`src/rtl/agex_stage_ex.sv`:
```
// agex_stage_ex: execute/address-generation stage with single-cycle ALU and iterative shift-add MUL
// Ports: clk, reset (async active-low); in_valid/in_ready handshake from DE with in_op, in_a, in_b,
// in_imm, in_pc, in_inst_count, in_rd; out_* is the registered AGEX latch toward MEM;
// br_redirect/br_target is the registered one-cycle taken-branch/jump pulse to FE/DE.
module agex_stage_ex #(
  parameter int DBITS  = 32,
  parameter int MULCYC = DBITS
) (
  input  logic             clk,
  input  logic             reset,
  input  logic             in_valid,
  output logic             in_ready,
  input  logic [3:0]       in_op,
  input  logic [DBITS-1:0] in_a,
  input  logic [DBITS-1:0] in_b,
  input  logic [DBITS-1:0] in_imm,
  input  logic [DBITS-1:0] in_pc,
  input  logic [DBITS-1:0] in_inst_count,
  input  logic [4:0]       in_rd,
  output logic             out_valid,
  output logic [DBITS-1:0] out_pc,
  output logic [DBITS-1:0] out_result,
  output logic [DBITS-1:0] out_memaddr,
  output logic [DBITS-1:0] out_wr_val,
  output logic [DBITS-1:0] out_inst_count,
  output logic [4:0]       out_rd,
  output logic             out_wr_mem,
  output logic             out_rd_mem,
  output logic             out_wr_reg,
  output logic             br_redirect,
  output logic [DBITS-1:0] br_target
);
  localparam int CW = (MULCYC > 1) ? $clog2(MULCYC) : 1;
  localparam logic [3:0] OP_ADD = 4'd0, OP_SUB = 4'd1, OP_AND = 4'd2, OP_OR = 4'd3;
  localparam logic [3:0] OP_XOR = 4'd4, OP_SLT = 4'd5, OP_SLL = 4'd6, OP_SRL = 4'd7;
  localparam logic [3:0] OP_LW = 4'd8, OP_SW = 4'd9, OP_BEQ = 4'd10, OP_BNE = 4'd11;
  localparam logic [3:0] OP_JAL = 4'd12, OP_MUL = 4'd13;
  typedef enum logic {IDLE, MUL_BUSY} state_t;
  typedef struct packed {
    logic             valid;
    logic [DBITS-1:0] pc;
    logic [DBITS-1:0] result;
    logic [DBITS-1:0] memaddr;
    logic [DBITS-1:0] wr_val;
    logic [DBITS-1:0] inst_count;
    logic [4:0]       rd;
    logic             wr_mem;
    logic             rd_mem;
    logic             wr_reg;
    logic             redirect;
    logic [DBITS-1:0] target;
  } lat_t;
  state_t           state_q, state_d;
  logic [CW-1:0]    cnt_q, cnt_d;
  logic [DBITS-1:0] mcand_q, mcand_d, mplier_q, mplier_d, acc_q, acc_d;
  logic [DBITS-1:0] alu, sum;
  logic             accept, taken, slt;
  lat_t             lat_q, lat_d;
  assign in_ready = state_q == IDLE;
  assign accept   = in_valid && in_ready;
  assign slt      = $signed(in_a) < $signed(in_b);
  assign taken    = (in_op == OP_BEQ && in_a == in_b) || (in_op == OP_BNE && in_a != in_b) ||
                    in_op == OP_JAL;
  assign sum      = acc_q + (mplier_q[0] ? mcand_q : '0);
  always_comb
    alu = in_op == OP_ADD ? in_a + in_b :
          in_op == OP_SUB ? in_a - in_b :
          in_op == OP_AND ? in_a & in_b :
          in_op == OP_OR  ? in_a | in_b :
          in_op == OP_XOR ? in_a ^ in_b :
          in_op == OP_SLT ? {{(DBITS-1){1'b0}}, slt} :
          in_op == OP_SLL ? in_a << in_b[4:0] :
          in_op == OP_SRL ? in_a >> in_b[4:0] :
          in_op == OP_JAL ? in_pc + DBITS'(4) : '0;
  // MUL captures pc/rd/count into the latch at acceptance (valid=0) and holds them
  // through the busy phase, so completion only has to fill in result and flags.
  always_comb begin
    state_d      = state_q;
    cnt_d        = cnt_q;
    mcand_d      = mcand_q;
    mplier_d     = mplier_q;
    acc_d        = acc_q;
    lat_d        = lat_q;
    lat_d.valid    = 1'b0;
    lat_d.redirect = 1'b0;
    if (accept) begin
      lat_d.valid      = in_op != OP_MUL;
      lat_d.pc         = in_pc;
      lat_d.rd         = in_rd;
      lat_d.inst_count = in_inst_count;
      lat_d.result     = alu;
      lat_d.memaddr    = in_a + in_imm;
      lat_d.wr_val     = in_b;
      lat_d.wr_mem     = in_op == OP_SW;
      lat_d.rd_mem     = in_op == OP_LW;
      lat_d.wr_reg     = in_op <= OP_SRL || in_op == OP_LW || in_op == OP_JAL;
      lat_d.redirect   = taken;
      lat_d.target     = in_pc + in_imm;
      if (in_op == OP_MUL) begin
        state_d  = MUL_BUSY;
        cnt_d    = '0;
        mcand_d  = in_a;
        mplier_d = in_b;
        acc_d    = '0;
      end
    end else if (state_q == MUL_BUSY) begin
      acc_d    = sum;
      mcand_d  = mcand_q << 1;
      mplier_d = mplier_q >> 1;
      cnt_d    = cnt_q == CW'(MULCYC - 1) ? '0 : cnt_q + CW'(1);
      if (cnt_q == CW'(MULCYC - 1)) begin
        state_d      = IDLE;
        lat_d.valid  = 1'b1;
        lat_d.result = sum;
        lat_d.wr_reg = 1'b1;
      end
    end
  end
  always_ff @(posedge clk or negedge reset) begin
    if (!reset) begin
      state_q  <= IDLE;
      cnt_q    <= '0;
      mcand_q  <= '0;
      mplier_q <= '0;
      acc_q    <= '0;
      lat_q    <= '0;
    end else begin
      state_q  <= state_d;
      cnt_q    <= cnt_d;
      mcand_q  <= mcand_d;
      mplier_q <= mplier_d;
      acc_q    <= acc_d;
      lat_q    <= lat_d;
    end
  end
  assign out_valid      = lat_q.valid;
  assign out_pc         = lat_q.pc;
  assign out_result     = lat_q.result;
  assign out_memaddr    = lat_q.memaddr;
  assign out_wr_val     = lat_q.wr_val;
  assign out_inst_count = lat_q.inst_count;
  assign out_rd         = lat_q.rd;
  assign out_wr_mem     = lat_q.wr_mem;
  assign out_rd_mem     = lat_q.rd_mem;
  assign out_wr_reg     = lat_q.wr_reg;
  assign br_redirect    = lat_q.redirect;
  assign br_target      = lat_q.target;
endmodule
```
`config.mk`:
```
export PLATFORM = sky130hd
export DESIGN_NAME = agex_stage_ex
export DESIGN_NICKNAME = d
export VERILOG_FILES = /design/src/rtl/agex_stage_ex.sv
export SDC_FILE = /design/constraint.sdc
export NUM_CORES = 1
export LEC_CHECK = 0
export CAP_MARGIN = 20
export CORE_ASPECT_RATIO = 1.1
export CORE_MARGIN = 5
export CORE_UTILIZATION = 42
export CTS_CLUSTER_DIAMETER = 200
export DETAILED_ROUTE_END_ITERATION = 7
export GPL_ROUTABILITY_DRIVEN = 1
export PLACE_DENSITY = 0.67
export SETUP_SLACK_MARGIN = 0.1
export SLEW_MARGIN = 5
export SYNTH_ARGS = -nofsm -noshare
export SYNTH_HDL_FRONTEND = slang
export SYNTH_SLANG_ARGS = --single-unit
```
`constraint.sdc`:
```
create_clock -name clk -period 3.3 [get_ports clk]
set_input_delay 0.495 -clock clk [delete_from_list [all_inputs] [get_ports clk]]
set_output_delay 0.495 -clock clk [all_outputs]
set_load 0.005 [all_outputs]
```
==> results of run 1 <==
cells by family (layout without fill, tap and decap cells):
logic type,count (synthesis),in the layout,synth area share [%]
AO/OA/AOI/OAI,931,931,23.1
XOR/XNOR,129,129,4.34
adder cells (fa/ha/maj),198,198,9.65
buffers and inverters,329,1388,5.81
flip-flops,304,304,29.2
multiplexers,179,179,9.82
other,0,5,0
AND/OR/NAND/NOR,1079,1079,18.1
worst min-delay path, stage by stage:
cell and delay, ns:
buf_4 0.16, buf_4 0.14, mux2i_1 0.06, o21ai_0 0.13
final cells by class:
cell class / instances / area, sq um
fillers: 5425 / 22800
multi-input cells: 2516 / 17700
repair buffers: 1185 / 10300
flip-flops and latches: 304 / 7610
clock buffers: 54 / 1090
well taps: 824 / 1030
inverters: 138 / 538
clock inverters: 11 / 178
diodes: 5 / 12.5
routing by layer:
| layer | routed length (um) | global-route usage [%] | vias to the layer above |
|---|---|---|---|
| li1 | - | - | 13400 |
| met1 | 46300 | 43.3 | 13800 |
| met2 | 55900 | 56.1 | 1496 |
| met3 | 10600 | 6.74 | 425 |
| met4 | 9950 | 22.0 | 6 |
| met5 | 47 | 0 | - |
how the worst max path moves through the flow:
stage | to | slack, ns | depth (start not counted)
3_3_place_gp | out_result[18] | -1.19 | 15
2_1_floorplan | out_result[30] | -0.11 | 13
5_1_grt | out_result[30] | -0.40 | 13
4_1_cts | out_result[26] | -0.25 | 16
3_5_place_dp | out_result[18] | -1.22 | 16
6_report | out_result[26] | -0.25 | 16
placed cells by master, fill, tap and decap left out, types with 10 or more instances in the layout:
| cell | instances |
|---|---|
| o21ai_0 | 290 |
| a31oi_1 | 24 |
| nand2b_1 | 26 |
| a211oi_1 | 26 |
| and2_1 | 38 |
| a22oi_1 | 10 |
| ha_4 | 13 |
| dfrtp_1 | 303 |
| nand4_1 | 23 |
| clkbuf_16 | 38 |
| buf_4 | 768 |
| o221ai_1 | 15 |
| nand3_1 | 40 |
| inv_1 | 131 |
| mux2i_1 | 110 |
| a21oi_2 | 21 |
| xnor2_1 | 67 |
| nor3_1 | 51 |
| or3_1 | 10 |
| o21bai_1 | 18 |
| nand2_1 | 558 |
| clkdlybuf4s50_1 | 362 |
| and3_1 | 18 |
| o21a_1 | 23 |
| xor2_1 | 56 |
| ha_1 | 175 |
| buf_12 | 34 |
| a21oi_1 | 193 |
| mux4_1 | 15 |
| a21o_1 | 49 |
| a221oi_1 | 23 |
| nor2_1 | 224 |
| o22ai_1 | 32 |
| o211ai_1 | 16 |
| a22o_1 | 13 |
| nor4_1 | 12 |
| o31ai_1 | 17 |
| o21ai_1 | 13 |
| nor2b_1 | 14 |
| mux4_2 | 41 |
repair_timing:
action                                  4_1_cts  5_1_grt
pin swaps                                    14       53
setup buffers                                 4        9
endpoints found under the setup margin       30       45
gates resized for setup                      44      119
hold endpoints to repair                      3        0
hold buffers                                  1        0
report_power, final:
part | total, mW | switching [mW] | internal [mW]
Sequential | 6.02 | 0.979 | 5.05
Clock | 4.32 | 1.78 | 2.55
Combinational | 10.2 | 5.05 | 5.13
==> metrics.md, run 1 <==
| Metric | Value |
|---|---|
| Vias | about 29k |
| Final Max Slew Viols | 0 |
| WL final | approximately 120000 um |
| Die span in x | between 200 and 250 um |
| Post-synth ARST share | 100% |
| I/O pins | 375 |
| Port buffer count | 374 |
| Top_reg_cell synth | dfrtp_1 |
| Failing checks | setup timing |
| Max incr delay on CP | 0.44 ns |
| Critical setup path kind | register to register |
| Clock Pin Slew Worst Setup and Hold Paths | roughly 0.06 ns |
| Fin crit period | 3.55 ns |
| Largest cells by area after synthesis | dfrtp_1, ha_1, nand2_1 |
| Setup violators final | 7 |
| Count of clock tree sinks | 304 |
| Worst path cell trace | and2_4 -> ha_4 -> fa_2 -> a211o_1 -> a21oi_2 -> a21boi_2 -> a41o_1 -> a221o_1 -> a221oi_4 -> buf_4 -> o21bai_1 -> xor2_1 -> buf_4 -> a21oi_2 -> buf_4 -> a31oi_1 |
| Slew margin rel. | between 30% and 40% |
| DR DRC count | 0 |
| Routed Antenna Nets | 0 |
| Crit path from | mplier_q[0] |
| Worst Tran Pin Value | between 0.9 and 1 ns |
| Clk Latency, worst-skew pair | 0.59 ns |
| Hold Path Stages | 4 |
| Worst reg2reg endpoint | out_result[26] |
| Final RePlAce weighted congestion | 1.09 |
| Fin util | 62.7% |
| Number of DRC markers in iteration 0 | 3020 |
| Final setup margin | -0.246 ns |
| Critical R2R Launch | mplier_q[0] |
| GRT Util Overall | 35.0% |
| Initial antenna violation count | 10 |
| Final nets | 4553 |
| Sequential area share after synthesis | between 20% and 30% |
| Final Cell Area | between 30000 and 40000 sq um |
| Top-count cell post-synth | nand2_1 |
| Syn Nets | 3519 |
| Vias/cell | about 5.8 |
| Yosys top cell by area | dfrtp_1 |
| #FFs+latches synth | between 300 and 400 |
| Syn_area_per_cell | roughly 8.3 sq um |
| R2R depth | 16 |
| Initial Util | 42.5% |
| TritonRoute pass-1 iters | 5 |
| WL/cell | roughly 24 um |
| Max cap viols | 0 |
| Buffer and inverter count on the worst path | 3 |
| RSZ-0062 raised after global routing | yes |
| Share of the synthesized area in the top cell type | 29.2% |
| Die ar. | between 60000 and 70000 sq um |
| Placement Cell Area | 36400 sq um |
| Htree depth | 2 |
| Skew final | 0.0299 ns |
| Total congestion overflow | 0 |
| CP Launch Type | register |
| CTS Buf Count | 38 |
| CP dominant cell by count | buf_4 |
| Part of the cycle the worst path needs | 107% |
| Share of cells above drive strength 1 | about a quarter |
| Slowest-stage cell, CP | dfrtp_2 |
| Vias in the first global route | 28.4k |
| Worst hold margin | about 0.43 ns |
| Area Growth Syn to Fin | 47.7% |
| Core Region | 61300 sq um |
| CTS tree | yes |
| Min-Delay Path Class | input port to register |
| Clk buf depth | 3 |
| # rows | 95 |
| Global-route wire length before repair | between 150000 and 200000 um |
| Final Non-Filler Cells | 5037 |
| Most frequent cells after synthesis | nand2_1, dfrtp_1, o21ai_0 |
| Hold_sp | in_b[0] |
| Placed cell count | 4955 |
| Root buf cell | clkbuf_16 |
| Setup_tns | -1.05 ns |
| Final Power | 20.5 mW |
| Number of flops mapped to enable cells by yosys | 0 |
| Type of element capturing the critical path | register |
| Fin. Hold Viols | 0 |
| Critical path peak fanout | 5 |
| CP required | 3.74 ns |
| Cell variety after synth | 98 |
| Post-Syn Instances | 3149 |
| CP arrival | 3.99 ns |
| R2R Setup Slk | -0.25 ns |
| Synthesized area | 26100 sq um |
| Die H | ~270 um |
| P_leak | 17.8 nW |
| Dpl ws | -1.22 ns |
| Highest clock rate | 282 MHz |
| Number of synthesis warnings | 0 |
| Hold EP | mplier_q[0] |
| Power Density | 533 nW/um^2 |
| Detail Placement HPWL | 97800 um |
| Largest net degree at the start of global routing | 90 |
| Peak VDD IR | 0.416 mV |
| Top cell family by delay on the critical path | compound AO/OA/AOI/OAI gates |
| Status | finished, violations left |
No activity file was read; power rests on OpenSTA's default activity.
==> run 2: changes to the inputs <==
--- a/config.mk
+++ b/config.mk
@@ -5,11 +5,12 @@
 export SDC_FILE = /design/constraint.sdc
 export NUM_CORES = 1
 export LEC_CHECK = 0
-export CAP_MARGIN = 20
+export CAP_MARGIN = 10
 export CORE_ASPECT_RATIO = 1.1
 export CORE_MARGIN = 5
 export CORE_UTILIZATION = 42
 export CTS_CLUSTER_DIAMETER = 200
+export CTS_CLUSTER_SIZE = 16
 export DETAILED_ROUTE_END_ITERATION = 7
 export GPL_ROUTABILITY_DRIVEN = 1
 export PLACE_DENSITY = 0.67
==> run 2 against run 1 <==
The flow still finishes with violations (setup timing). Routed wire length shrank 0.94%. Worst hold slack lost 0.038 ns. Non-clock buffer count shrank 7. Setup slack gained 0.029 ns. First-iteration DRC count grew 2.1%. Fmax grew 0.84%. Die area is the same. Cell count shrank 1.0%. Sequential power is essentially flat. Critical endpoint is now out_result[30]. Highest routed layer unchanged.
==> metrics.md, run 2 (synthesis gave the netlist of run 1 again) <==
| Metric | Value |
|---|---|
| Status | finished, violations left |
| Failing checks | setup timing |
| DR DRC count | 0 |
| Min-Delay Path Class | input port to register |
| Clk Latency, worst-skew pair | about 0.6 ns |
| Sequential power share | 32.4% |
| Critical path peak fanout | 5 |
| Most frequent cells in the layout | buf_4, nand2_1, clkdlybuf4s50_1, dfrtp_1, o21ai_0 |
| GRT Util Overall | 34.6% |
| Number of DRC markers in iteration 0 | 3083 |
| Total congestion overflow | 0 |
| I/O pins | 375 |
| Global-route wire length before repair | around 180000 um |
| Slew margin rel. | 39.4% |
| Net Sw Frac | 39.5% |
| Worst hold margin | roughly 0.39 ns |
| Vias in the first global route | 28.1k |
| Initial antenna violation count | 9 |
| Dpl ws | -1.22 ns |
| Vias | about 29k |
| Clock Pin Slew Worst Setup and Hold Paths | 0.08 ns |
| Largest net degree at the start of global routing | 90 |
| Net switching power figure | 7.32 mW |
| CP required | roughly 3.8 ns |
| Clk buf depth | 3 |
| CP arrival | 3.97 ns |
| Power Density | 496 nW/um^2 |
| CTS Buf Count | 22 |
| Final-layout fill cell count | 5545 |
| Vias/cell | 5.79 |
| Fin. Hold Viols | 0 |
| Setup violators final | 7 |
| Critical setup path kind | register to register |
| Max cap viols | 0 |
| Die H | 271 um |
| Clock power share | around 14% |
| # rows | 95 |
| Core Region | 61300 sq um |
| WL/cell | 24.4 um |
| Detail Placement HPWL | between 90000 and 100000 um |
| Final Max Slew Viols | 0 |
| Htree depth | 1 |
| Share of cells above drive strength 1 | 24.0% |
| TritonRoute pass-1 iters | 8 |
| Final nets | 4530 |
| Combined area of the multi-input logic cells | 17400 sq um |
| CP Launch Type | register |
| Initial Util | 42.5% |
| Area Growth Syn to Fin | 43.5% |
| Routed Antenna Nets | 0 |
| Die ar. | 67100 sq um |
| Peak VDD IR | 0.353 mV |
| Part of the cycle the worst path needs | 107% |
| Final setup margin | -0.217 ns |
| Die span in x | 247 um |
| P_leak | approximately 17 nW |
| CTS tree | yes |
| Comb power frac | 53.4% |
| RSZ-0062 raised after global routing | yes |
| Highest clock rate | 284 MHz |
| Storage element area | around 7600 sq um |
| Skew final | 0.0263 ns |
| Fin crit period | approximately 3.5 ns |
| WL final | ~120000 um |
| Worst Tran Pin Value | 0.886 ns |
| Port buffer count | 374 |
| Count of clock tree sinks | 304 |
| Commonest non-fill, non-tap cell in the layout | buf_4 |
| Fin util | roughly three fifths |
| Final RePlAce weighted congestion | 1.09 |
| Type of element capturing the critical path | register |
| Int Pwr | between 10 and 15 mW |
| Root buf cell | clkbuf_16 |
## run 2: layout make-up
cell class,instances,share of cell area [%]
Tap cell,824,2.76
Timing Repair Buffer,1178,27.3
Clock buffer,22,1.47
Antenna cell,3,0.0201
Clock inverter,1,0.0435
Sequential cell,304,20.3
Inverter,138,1.44
Multi-Input combinational cell,2516,46.6
## run 2: final timing paths
path / from / end / slack, ns / cells past startpoint
worst min register to register: out_pc[3] / out_pc[3] / 0.48 / 2
max in group asynchronous: reset / acc_q[22] / 1.88 / 3
worst max register to register: mplier_q[0] / out_result[30] / -0.22 / 13
min in group asynchronous: reset / out_inst_count[21] / 0.56 / 2
worst min-delay path: in_b[20] / out_wr_val[20] / 0.39 / 4
worst max-delay path: mplier_q[0] / out_result[30] / -0.22 / 13
## run 2: critical path, cell delays in order (launching register included)
cell      delay (ns)
dfrtp_1         0.42
and2_4          0.16
ha_4            0.16
fa_2            0.34
a211o_1         0.30
a21oi_2         0.19
a21boi_2        0.09
a41o_1          0.22
a221o_1         0.36
a221oi_4        0.30
mux2i_2         0.29
nand2_2         0.14
a221oi_2        0.30
a22oi_1         0.12
## run 2: metrics by stage
| stage | area [sq um] | TNS (ns) | std cells | power [mW] |
|---|---|---|---|---|
| after floorplan | 26200 | -0.115 | 3149 | 10.2 |
| after global placement | 36400 | -24.18 | 4955 | 15.5 |
| after detailed placement | 36400 | -25.81 | 4955 | 15.6 |
| after CTS | 37100 | -1.00 | 4981 | 18.4 |
| after global routing | 37400 | -3.22 | 4984 | 19.6 |
| final | 37400 | -0.920 | 4986 | 18.5 |
## run 2: power groups by stage
stage / logic, mW / clock network [mW] / registers [mW]
2_1_floorplan: 4.40 / 0 / 5.79
5_1_grt: 10.7 / 2.82 / 6.14
3_3_place_gp: 9.47 / 0 / 6.00
4_1_cts: 9.75 / 2.70 / 5.97
6_report: 9.90 / 2.64 / 6.00
3_5_place_dp: 9.59 / 0 / 6.01
## run 2: routing by layer
layer | wire length, um | GRT usage (%)
met5 | 27 | 0
met4 | 9400 | 20.2
met3 | 11100 | 6.69
met2 | 55400 | 56.2
met1 | 45700 | 42.7
## run 2: repair_timing
action	4_1_cts	5_1_grt
endpoints found under the setup margin	29	41
resized for setup	37	53
hold endpoints to repair	9	0
pin swaps	10	16
hold buffers	1	0
buffers inserted	3	2
